**src/rtl/ydriver_pkg.sv**
```systemverilog
// Shared definitions for the LCD row (Y) scan driver: drive-level codes and defaults.
package ydriver_pkg;

    // Per-row drive codes, {sel, level}
    localparam logic [1:0] LVL_NSEL_LO = 2'b00;
    localparam logic [1:0] LVL_NSEL_HI = 2'b01;
    localparam logic [1:0] LVL_SEL_LO  = 2'b10;
    localparam logic [1:0] LVL_SEL_HI  = 2'b11;

    localparam int ROWS_DEFAULT = 144;

endpackage

```
**src/rtl/ydriver_scan_lvl.sv**
```systemverilog
// Per-row level encoder: maps (select, frame polarity) to the 2-bit code for the level shifter.
module ydriver_scan_lvl
    import ydriver_pkg::*;
(
    input  logic       sel,
    input  logic       fr_q,
    output logic [1:0] lvl
);

    // Non-selected rows sit at the opposite polarity of the selected row.
    always_comb begin
        lvl = LVL_NSEL_HI;
        unique case ({sel, fr_q})
            2'b00:   lvl = LVL_NSEL_HI;
            2'b01:   lvl = LVL_NSEL_LO;
            2'b10:   lvl = LVL_SEL_LO;
            2'b11:   lvl = LVL_SEL_HI;
            default: lvl = LVL_NSEL_HI;
        endcase
    end

endmodule

```
**src/rtl/ydriver_scan.sv**
```systemverilog
// LCD common/row scan driver: a start token walks a ROWS-stage shift register on each row
// strobe; selects are gated by a non-overlap gap and a registered blank.
module ydriver_scan
    import ydriver_pkg::*;
#(
    parameter int ROWS   = ROWS_DEFAULT,
    parameter int NONOVL = 1,
    parameter int IDXW   = $clog2(ROWS)
) (
    input  logic              ck,
    input  logic              rst_n,
    input  logic              st,
    input  logic              shift_en,
    input  logic              fr,
    input  logic              dir,
    input  logic              blank,
    output logic [ROWS-1:0]   row_sel,
    output logic [2*ROWS-1:0] lane_lvl,
    output logic [IDXW-1:0]   row_idx,
    output logic              busy,
    output logic              scan_done,
    output logic              overlap_err
);

    localparam int NOVW = (NONOVL < 1) ? 1 : $clog2(NONOVL + 1);
    localparam logic [NOVW-1:0] NOV_LOAD = NOVW'(NONOVL);

    logic [ROWS-1:0] sr_reg, sr_next;
    logic            dir_reg;
    logic            fr_reg;
    logic            blank_reg;
    logic [NOVW-1:0] nov_cnt_reg, nov_cnt_next;
    logic [IDXW-1:0] row_idx_reg, row_idx_next;
    logic            scan_done_reg;
    logic            overlap_err_reg;

    logic start;
    logic eff_dir;
    logic exit_bit;
    logic sel_en;

    assign start = st & shift_en;
    // A new scan uses the freshly presented direction for its very first shift.
    assign eff_dir  = start ? dir : dir_reg;
    assign exit_bit = eff_dir ? sr_reg[0] : sr_reg[ROWS-1];
    assign busy     = |sr_reg;

    always_comb begin
        sr_next = sr_reg;
        if (shift_en) begin
            if (eff_dir) sr_next = {st, sr_reg[ROWS-1:1]};
            else         sr_next = {sr_reg[ROWS-2:0], st};
        end
    end

    always_comb begin
        nov_cnt_next = nov_cnt_reg;
        if (shift_en)                nov_cnt_next = NOV_LOAD;
        else if (nov_cnt_reg != '0)  nov_cnt_next = nov_cnt_reg - NOVW'(1);
    end

    always_comb begin
        row_idx_next = row_idx_reg;
        if (start)                     row_idx_next = '0;
        else if (shift_en && exit_bit) row_idx_next = '0;
        else if (shift_en && busy)     row_idx_next = row_idx_reg + IDXW'(1);
    end

    always_ff @(posedge ck or negedge rst_n) begin
        if (!rst_n) begin
            sr_reg          <= '0;
            dir_reg         <= 1'b0;
            fr_reg          <= 1'b0;
            blank_reg       <= 1'b0;
            nov_cnt_reg     <= '0;
            row_idx_reg     <= '0;
            scan_done_reg   <= 1'b0;
            overlap_err_reg <= 1'b0;
        end else begin
            sr_reg          <= sr_next;
            blank_reg       <= blank;
            nov_cnt_reg     <= nov_cnt_next;
            row_idx_reg     <= row_idx_next;
            scan_done_reg   <= shift_en & exit_bit;
            overlap_err_reg <= start & busy;
            if (start)    dir_reg <= dir;
            if (shift_en) fr_reg  <= fr;
        end
    end

    // Selects come only from registered state, so outputs have no input-to-output path.
    assign sel_en      = (nov_cnt_reg == '0) && !blank_reg;
    assign row_sel     = sr_reg & {ROWS{sel_en}};
    assign row_idx     = row_idx_reg;
    assign scan_done   = scan_done_reg;
    assign overlap_err = overlap_err_reg;

    generate
        for (genvar gi = 0; gi < ROWS; gi++) begin : g_lane
            ydriver_scan_lvl u_lvl (
                .sel  (row_sel[gi]),
                .fr_q (fr_reg),
                .lvl  (lane_lvl[2*gi+1 -: 2])
            );
        end
    endgenerate

endmodule

```
**config.mk**
```make
export PLATFORM = sky130hd
export DESIGN_NAME = ydriver_scan
export DESIGN_NICKNAME = d
export VERILOG_FILES = /design/src/rtl/ydriver_pkg.sv /design/src/rtl/ydriver_scan_lvl.sv /design/src/rtl/ydriver_scan.sv
export SDC_FILE = /design/constraint.sdc
export NUM_CORES = 1
export LEC_CHECK = 0
export ABC_AREA = 1
export ABC_CLOCK_PERIOD_IN_PS = 10250
export BUFFER_PORTS_ARGS = -buffer_cell sky130_fd_sc_hd__buf_2
export CAP_MARGIN = 20
export CORE_AREA = 2 2 176 178
export DETAILED_ROUTE_END_ITERATION = 8
export DIE_AREA = 0 0 178 180
export PLACE_DENSITY = 0.74
export SKIP_CTS_REPAIR_TIMING = 1
export SLEW_MARGIN = 20
export SYNTH_ARGS = -nofsm -noshare
export SYNTH_HDL_FRONTEND = slang
export SYNTH_SLANG_ARGS = --single-unit
```
**constraint.sdc**
```tcl
create_clock -name ck -period 10.25 [get_ports ck]
set_clock_uncertainty 0.2 [all_clocks]
set_input_delay 1.025 -clock ck [delete_from_list [all_inputs] [get_ports ck]]
set_output_delay 1.025 -clock ck [all_outputs]
set_load 0.01 [all_outputs]
```
==> qor.csv <==
metric,value,unit
run_status,completed,
htreeDepth,4,
fmax,229,MHz
drive_gt1_share,32.6,%
die_h,180,um
crit_fanout,90,
cp.depth,6,
core-area,30200,um^2
synth_top_cell_by_area,dfrtp_1,
fin_area,16000,um^2
fin_cells,2384,
setup-violations-final,0,
insertedDiodeCount,0,
r2r_start,dir_reg,
dr.pass1.iters,5,
antenna_left,0,
hp-class,reg2reg,
syn_avg_cell_area,8.13,um^2
hold_depth,2,
grt_pass1_vias,11700,
path_cells,or2_4 > buf_4 > nor2_1 > ha_1 > or2_2 > buf_2,
routed_wl,39000,um
tightest_slew,0.952,ns
ys_seq_area_share,28.2,%
place_area,15400,um^2
maxCapViolations,0,
cts_sinks,158,
rrSetupSlack,7.33,ns
arrival,3.13,ns
min_period_over_period,42.5,%
worst_slack,5.89,ns
critical_path.top_delay_family,simple AND/OR/NAND/NOR gates,
critPathBufInv,2,
dieArea,32000,um^2
cts_buffer_depth,2,
num_rows,64,
clk_latency,0.43,ns
cp-start-kind,flop,
seq_power_share,34.6,%
hpwl,29100,um
synth_cell_types,28,
maxSlewViolCount,0,
vias,12300,
die_w,178,um
internal_power,0.00153,W
path_clk_slew,0.07,ns
finalSetupTns,0,ns
synthCells,1723,
r2r_end,row_idx[4],
p_leak,9.71,nW
pwr-share-clk,26.6,%
routedWlPerCell,16.4,um
vias_per_cell,5.14,
max_stage_delay,0.84,ns
dpl.cell_count,2352,
nFillCells,2851,
initial_core_util,46.4,%
antenna_found_initial,0,
power.density,160,nW/um^2
yosysTopAreaCellShare,28.2,%
ys_seq_elements,158,
area_delta_synth_final,14.5,%
cpMaxStageDelayCell,buf_4,
switching_share,40.3,%
fin_util,53.2,%
overflow,0,
critPathKind,reg2out,
hold_path_end,sr_reg[46],
p_switching,0.00103,W
grt_max_degree,151,
grt_use_total,23.9,%
ir_worst_vdd,0.000121,V
cts_root_buffer,clkbuf_16,
maxSlewHeadroom,36.5,%
cts_buffers,17,
pre_cts_ws,5.71,ns
syn_nets,2019,
final_nets,2271,
comb_power_share,38.9,%
rr_worst_depth,11,
worstSetupEndpointType,output pin,
finalHoldViolations,0,
synth.area.top_cells,"dfrtp_1, ha_1, a21oi_1",
largest_reg_flops,144,
fin_crit,4.36,ns
pin_count,450,
drt_iter0_drc,1021,
synth_warnings,0,
globalplace.congestion,0.805,
hp-start,sr_reg[47],
grt_pass1_wl,62000,um
critPathRequiredTime,9.03,ns
io_buffers,449,
route.detailed.drc,0,
cts_tree,built,
syn_area,14000,um^2
rsz0062_at_grt,false,
## how the worst max path moves through the flow
| stage | startpoint | slack [ns] | end |
|---|---|---|---|
| final | blank_reg | 5.89 | lane_lvl[91] |
| after global routing | blank_reg | 5.65 | lane_lvl[167] |
| after CTS | blank_reg | 5.85 | lane_lvl[65] |
| after detailed placement | shift_en | 5.71 | row_idx[4] |
| after global placement | shift_en | 5.80 | row_idx[7] |
| after floorplan | fr_reg | 1.23 | lane_lvl[101] |
## power groups by stage
stage,combinational [W],sequential [W],clock [W]
detailed placement,0.000999,0.000894,0
global route,0.00113,0.000902,0.000718
CTS,0.00101,0.000884,0.000689
global placement,0.000975,0.000890,0
finish,0.000997,0.000886,0.000681
floorplan,0.000719,0.000857,0
## metal layers
metal	part of all wire, %	global-route usage [%]	vias to the layer above
li1	-	-	5964
met1	42	30.0	5814
met2	50	42.4	438
met3	5.5	3.57	48
met4	1.8	6.75	0
met5	0	0	-
## Yosys cell counts
cell type / instances
a21oi_1: 285
and2_0: 1
buf_1: 3
buf_2: 28
buf_4: 144
buf_6: 2
clkbuf_1: 47
dfrtp_1: 158
ha_1: 289
inv_1: 150
inv_2: 2
inv_4: 1
nand2_1: 48
nand2_4: 4
nand3_1: 27
nand4_1: 5
nor2_1: 221
nor2_4: 3
nor3_1: 4
nor3b_1: 2
nor4_1: 1
o21ai_0: 145
o21ai_2: 1
o21bai_2: 1
o221ai_1: 1
or2_2: 145
xnor2_1: 1
xor2_1: 4
## placed cells by master, fill, tap and decap left out, types with 3 or more instances in the layout
master       n
clkinv_4     3
nand2_1     48
bufinv_16    4
dfrtp_1    157
nor3_1       4
xor2_1       4
ha_1       289
or2_2      144
nand3_1     27
nor2_1     221
nand4_1      5
clkbuf_16   17
buf_2      447
buf_4        8
o21ai_0    145
nor2_4       3
nand2_4      3
clkinv_2     4
inv_1      149
a21oi_1    285
## cells by family after synthesis
group | Yosys count | share of synthesized area (%)
adders and majority gates | 289 | 25.8
AOI/OAI and AO/OA | 433 | 15.6
xor gates and xnor gates | 5 | 0.313
DFF | 158 | 28.2
and+or+nand+nor | 461 | 15.8
buffers and inverters | 377 | 14.3
## metrics by stage
step                hold slack, ns  total power [W]
floorplan                    0.301          0.00158
global placement             0.319          0.00186
detailed placement           0.337          0.00189
CTS                          0.351          0.00258
global route                 0.367          0.00275
finish                       0.350          0.00256
## tightest hold or removal path, delay by kind of cell (launching register included)
kind | cells | cell delay (ns)
flops | 1 | 0.34
compound gates | 2 | 0.16
## final cells by class
cell class | instances | area [um^2] | share of cell area, %
clock buffer | 18 | 439 | 2.74
sequential | 158 | 3960 | 24.7
clock inverter | 14 | 190 | 1.19
timing repair buffer | 457 | 2320 | 14.5
multi-input combinational | 1188 | 8060 | 50.2
tap | 396 | 495 | 3.09
inverter | 153 | 584 | 3.64
Note: power is estimated with default switching activity, not from simulation.
